[config.mk]
export PLATFORM = sky130hd
export DESIGN_NAME = sub_bytes_engine
export DESIGN_NICKNAME = d
export VERILOG_FILES = /design/src/rtl/aes_pkg.sv /design/src/rtl/aes_sbox.sv /design/src/rtl/sub_bytes_engine.sv
export SDC_FILE = /design/constraint.sdc
export NUM_CORES = 1
export LEC_CHECK = 0
export ABC_AREA = 1
export CAP_MARGIN = 25
export CORE_MARGIN = 1.5
export CORE_UTILIZATION = 32
export DETAILED_ROUTE_END_ITERATION = 8
export SLEW_MARGIN = 40
export SYNTH_ARGS = -nofsm -noshare
export SYNTH_HDL_FRONTEND = slang
export SYNTH_SLANG_ARGS = --single-unit
[constraint.sdc]
create_clock -name clk -period 5.7 [get_ports clk]
set_input_delay 0.57 -clock clk [delete_from_list [all_inputs] [get_ports clk]]
set_output_delay 0.57 -clock clk [all_outputs]
set_load 0.02 [all_outputs]
[src/rtl/aes_pkg.sv]
// Shared AES types and S-box tables. SUB_BYTES_INV_EN also compiles in the inverse S-box.
package aes_pkg;

    typedef logic [7:0] byte_t;
    typedef byte_t [0:15] state_t;  // element 0 is the MSB byte (FIPS-197 byte 0)

    typedef enum logic [1:0] {IDLE, BUSY, DONE} sb_state_e;

    localparam logic [0:255][7:0] SBOX = {
        128'h637c777bf26b6fc53001672bfed7ab76,
        128'hca82c97dfa5947f0add4a2af9ca472c0,
        128'hb7fd9326363ff7cc34a5e5f171d83115,
        128'h04c723c31896059a071280e2eb27b275,
        128'h09832c1a1b6e5aa0523bd6b329e32f84,
        128'h53d100ed20fcb15b6acbbe394a4c58cf,
        128'hd0efaafb434d338545f9027f503c9fa8,
        128'h51a3408f929d38f5bcb6da2110fff3d2,
        128'hcd0c13ec5f974417c4a77e3d645d1973,
        128'h60814fdc222a908846eeb814de5e0bdb,
        128'he0323a0a4906245cc2d3ac629195e479,
        128'he7c8376d8dd54ea96c56f4ea657aae08,
        128'hba78252e1ca6b4c6e8dd741f4bbd8b8a,
        128'h703eb5664803f60e613557b986c11d9e,
        128'he1f8981169d98e949b1e87e9ce5528df,
        128'h8ca1890dbfe6426841992d0fb054bb16
    };

`ifdef SUB_BYTES_INV_EN
    localparam logic [0:255][7:0] INV_SBOX = {
        128'h52096ad53036a538bf40a39e81f3d7fb,
        128'h7ce339829b2fff87348e4344c4dee9cb,
        128'h547b9432a6c2233dee4c950b42fac34e,
        128'h082ea16628d924b2765ba2496d8bd125,
        128'h72f8f66486689816d4a45ccc5d65b692,
        128'h6c704850fdedb9da5e154657a78d9d84,
        128'h90d8ab008cbcd30af7e45805b8b34506,
        128'hd02c1e8fca3f0f02c1afbd0301138a6b,
        128'h3a9111414f67dcea97f2cfcef0b4e673,
        128'h96ac7422e7ad3585e2f937e81c75df6e,
        128'h47f11a711d29c5896fb7620eaa18be1b,
        128'hfc563e4bc6d279209adbc0fe78cd5af4,
        128'h1fdda8338807c731b11210592780ec5f,
        128'h60517fa919b54a0d2de57a9f93c99cef,
        128'ha0e03b4dae2af5b0c8ebbb3c83539961,
        128'h172b047eba77d626e169146355210c7d
    };
`endif

endpackage

[src/rtl/aes_sbox.sv]
// Single-byte combinational S-box. The inv port exists only when SUB_BYTES_INV_EN is defined.
module aes_sbox
    import aes_pkg::*;
(
    input  logic [7:0] a,
`ifdef SUB_BYTES_INV_EN
    input  logic       inv,
`endif
    output logic [7:0] out
);

`ifdef SUB_BYTES_INV_EN
    assign out = inv ? INV_SBOX[a] : SBOX[a];
`else
    assign out = SBOX[a];
`endif

endmodule

[src/rtl/sub_bytes_engine.sv]
// Sequential SubBytes/InvSubBytes over a rotating 128-bit state, LANES bytes per beat.
// SUB_BYTES_INV_EN enables the inverse mode; otherwise the engine is forward-only.
module sub_bytes_engine
    import aes_pkg::*;
#(
    parameter int LANES = 4
) (
    input  logic         clk,
    input  logic         rst,
    input  logic         in_valid,
    output logic         in_ready,
    input  logic [127:0] in_data,
    input  logic         in_inv,
    output logic         out_valid,
    input  logic         out_ready,
    output logic [127:0] out_data
);

    localparam int BEATS = 16 / LANES;
    localparam int CW    = (BEATS > 1) ? $clog2(BEATS) : 1;
    localparam int LW    = 8 * LANES;

    if (!(LANES == 1 || LANES == 2 || LANES == 4 || LANES == 8 || LANES == 16)) begin : g_bad_lanes
        $error("sub_bytes_engine: LANES must be 1, 2, 4, 8 or 16");
    end

    sb_state_e             state, nxt;
    state_t                sreg;
    logic [127:0]          sflat;
    logic [127:0]          rot;
    logic [CW-1:0]         beat;
    logic                  mode;
    logic                  accept;
    logic                  last_beat;
    logic [LANES-1:0][7:0] lane_in;
    logic [LANES-1:0][7:0] lane_out;

    assign sflat     = sreg;
    assign out_data  = sflat;
    assign accept    = in_valid & in_ready;
    assign last_beat = (beat == CW'(BEATS - 1));
    assign lane_in   = sflat[127 -: LW];

    for (genvar i = 0; i < LANES; i++) begin : g_lane
        aes_sbox u_sbox (
            .a   (lane_in[i]),
`ifdef SUB_BYTES_INV_EN
            .inv (mode),
`endif
            .out (lane_out[i])
        );
    end

    // Substituted bytes re-enter at the bottom, so after BEATS rotations the order is restored.
    if (BEATS == 1) begin : g_rot_full
        assign rot = lane_out;
    end else begin : g_rot
        assign rot = {sflat[127-LW:0], lane_out};
    end

    always_ff @(posedge clk) begin
        if (rst) state <= IDLE;
        else     state <= nxt;
    end

    always_comb begin
        nxt = state;
        case (state)
            IDLE:    if (accept) nxt = BUSY;
            BUSY:    if (last_beat) nxt = DONE;
            DONE:    if (out_ready) nxt = accept ? BUSY : IDLE;
            default: nxt = IDLE;
        endcase
    end

    always_comb begin
        in_ready  = 1'b0;
        out_valid = 1'b0;
        case (state)
            IDLE: in_ready = 1'b1;
            DONE: begin
                out_valid = 1'b1;
                in_ready  = out_ready;
            end
            default: ;
        endcase
    end

    always_ff @(posedge clk) begin
        if (rst) begin
            sreg <= '0;
            beat <= '0;
        end else if (accept) begin
            sreg <= in_data;
            beat <= '0;
        end else if (state == BUSY) begin
            sreg <= rot;
            beat <= last_beat ? '0 : beat + 1'b1;
        end
    end

`ifdef SUB_BYTES_INV_EN
    always_ff @(posedge clk) begin
        if (rst)         mode <= 1'b0;
        else if (accept) mode <= in_inv;
    end
`else
    logic unused_inv;
    assign mode       = 1'b0;
    assign unused_inv = in_inv ^ mode;
`endif

endmodule

==> reports/metrics.cfg <==
[outcome]
status=completed

[global_routing]
antenna_found_initial=2
grt-ovfl-total=0
grt_max_degree=91
grt_pass1_wl_um=137400
grt_pass1_vias=22025
grtUsageTotal=0.3284

[timing]
worst_pin_slew_ps=860.0
clock_skew_ps=18.75
final-setup-viol-count=0
period_share=0.6141
finalSetupTns_ps=0
finalMaxSlewViolations=0
hold_viol=0
slew_headroom=0.4260
rsz0062_at_grt=false
period_needed_ps=3500
fmax_mhz=285.7

[worst_hold_path]
hp-class=reg -> reg
min_to=beat[1]$_SDFFE_PP0P_
holdPathStages=2
hold_path.startpoint=beat[1]$_SDFFE_PP0P_

[die]
start_util=0.3246
rows=84
die_y_um=234.1
dieArea_mm2=0.05481
fp.coreArea_mm2=0.05266
pin_count=263
fp.dieW_um=234.1

[synth]
synth_ff_type=dfxtp_1
seq_area_frac_synth=0.1546
synth_area_leaders=nand2_1 26%, nand3_1 23%, dfxtp_1 15%, ha_1 4.5%, nor2_1 4.1%
synth_async_sr_flop_share=0
syn_nets=3444
yosys.area.top_type=nand2_1
netlist_area_mm2=0.01709
synth-edff-count=0
syn_inst=3250
synth_top_area_share=0.2648
syn_area_per_cell_um2=5.259
synth.distinct_cells=40
ys_ff_latch=132
yosys_warnings=0

[placement]
hpwl_um=62970
dpl.cell_count=4008
io_buffers=261
gp_congestion=1.050

[worst_setup_path]
path_max_fanout=16
crit_type=reg -> reg
arrival_ps=3850
required_ps=6050
rr_worst_depth=13
cp-start-kind=register
r2r-start=out_data[113]$_SDFFE_PP0P_
r2r_slack_ps=2200
startpoint=out_data[113]$_SDFFE_PP0P_
r2r-end=out_data[23]$_SDFFE_PP0P_
end_kind=register

[clocking]
htree_levels=4
cts_tree=done
cts_buffers=17
cts_buffer_depth=2
post_cts_resized=0
clock_latency_ps=500
numClockSinks=132
root_buffer=clkbuf_16
cts_setup_buffers=0
clk_pin_slew_ps=80
cts_hold_buf=0

[drt]
via_per_inst=5.894
vias=23818
drt_iter0_markers=4177
drt-pass1-iter-count=9
drc=0
ant_nets=0
drt-total-wl_um=91910
routedWlPerCell_um=22.74

[pwr]
leakagePower_nw=9.189
ir_worst_vdd_v=0.0002387
p_total_mw=4.666
power.density_mw_per_mm2=228.4

[final_layout]
layout-drive-gt1-share=0.04324
num-nets-final=3534
fillers=6031
insertedDiodeCount=0
instances_no_fill=4041
syn_to_final_growth_pct=19.53

[run]
cap_violations=0

-- cell families after synthesis --
group,after synthesis,share of synthesized area
AO/OA/AOI/OAI,379,0.1264
flip-flops,132,0.1546
AND/OR/NAND/NOR,2265,0.5685
buffers and inverters,413,0.1058
adder cells (fa/ha/maj),61,0.04465
-- cells in the mapped netlist, types with 2 or more instances --
cell	n
buf_2	87
clkbuf_1	74
nand2_1	1206
a21oi_2	4
buf_4	28
o22ai_1	3
nand3b_1	7
clkinv_1	3
ha_1	61
nand2_2	23
o21ai_1	11
dfxtp_1	132
inv_2	18
a21boi_0	2
nand3_1	802
nor2_4	4
nor2_2	7
o21ai_0	97
o211ai_1	34
a21oi_1	119
or2_1	2
clkbuf_2	2
nor3_1	3
nand4_1	23
inv_4	2
nor2_1	185
a31oi_1	98
a22o_1	3
buf_1	38
inv_1	156
o21a_1	3
buf_6	5
-- registers in the layout, indices dropped and copies added, names as in the netlist --
register  cells
out_data    128
state         2
beat          2
-- stage by stage --
step / cell area (um2) / utilization / hold WS [ps] / worst slack, ps
after global routing: 20430 / 0.3880 / 505.4 / 2053
after CTS: 20400 / 0.3875 / 485.1 / 2335
after detailed placement: 19800 / 0.3760 / 472.9 / 2336
final: 20430 / 0.3880 / 482.8 / 2200
after floorplan: 17090 / - / 453.2 / 3251
after global placement: 19780 / 0.3757 / 466.6 / 2313
-- how the worst max path moves through the flow --
stage	cells after the start	slack (ps)	to
floorplan	15	3250	out_data[1]$_SDFFE_PP0P_
global route	12	2050	out_data[27]$_SDFFE_PP0P_
CTS	13	2340	out_data[23]$_SDFFE_PP0P_
detailed placement	13	2340	out_data[23]$_SDFFE_PP0P_
global placement	13	2310	out_data[23]$_SDFFE_PP0P_
finish	13	2200	out_data[23]$_SDFFE_PP0P_
-- metal layers --
metal	wire [um]	vias up	GRT usage
li1	-	11015	-
met1	37570	10798	0.4346
met2	38660	1658	0.4878
met3	11110	343	0.08925
met4	4544	4	0.1615
met5	22	-	0
-- where the power goes --
group,total (mW),internal (mW),switching [mW],leakage (nW)
Sequential,1.09,1.01,0.0851,1.09
Clock,1.22,0.699,0.521,0.290
Combinational,2.35,0.749,1.61,7.81
-- critical path, stage by stage (launching register included) --
cell and delay (ps):
dfxtp_1 880, inv_2 360, ha_1 500, inv_1 80, nand2_1 420, nand2_1 220, nand4_1 140, nand2_1 70
nor2_1 250, nand2_1 100, nand3_1 100, nand3_1 80, nand2_1 90, a21oi_1 60
-- placed cells by master, fill, tap and decap left out, types with 16 or more instances in the layout --
master	instances
nand2_1	1206
dfxtp_1	125
clkbuf_16	17
ha_1	61
inv_2	16
inv_1	154
nor2_1	182
a31oi_1	98
o21ai_0	97
clkdlybuf4s50_1	260
nand2_2	23
o211ai_1	34
nand4_1	23
nand3_1	802
buf_4	40
a21oi_1	119
-- cell type report --
class                      count  area (um2)  area share
multi-input combinational   2705       12660      0.6196
timing repair buffer         305        2975      0.1456
sequential                   132        2651      0.1298
tap                          688       860.8     0.04213
inverter                     179       683.2     0.03344
clock buffer                  20       446.7     0.02186
clock inverter                12       155.1    0.007594
Note: power is estimated with default switching activity, not from simulation.
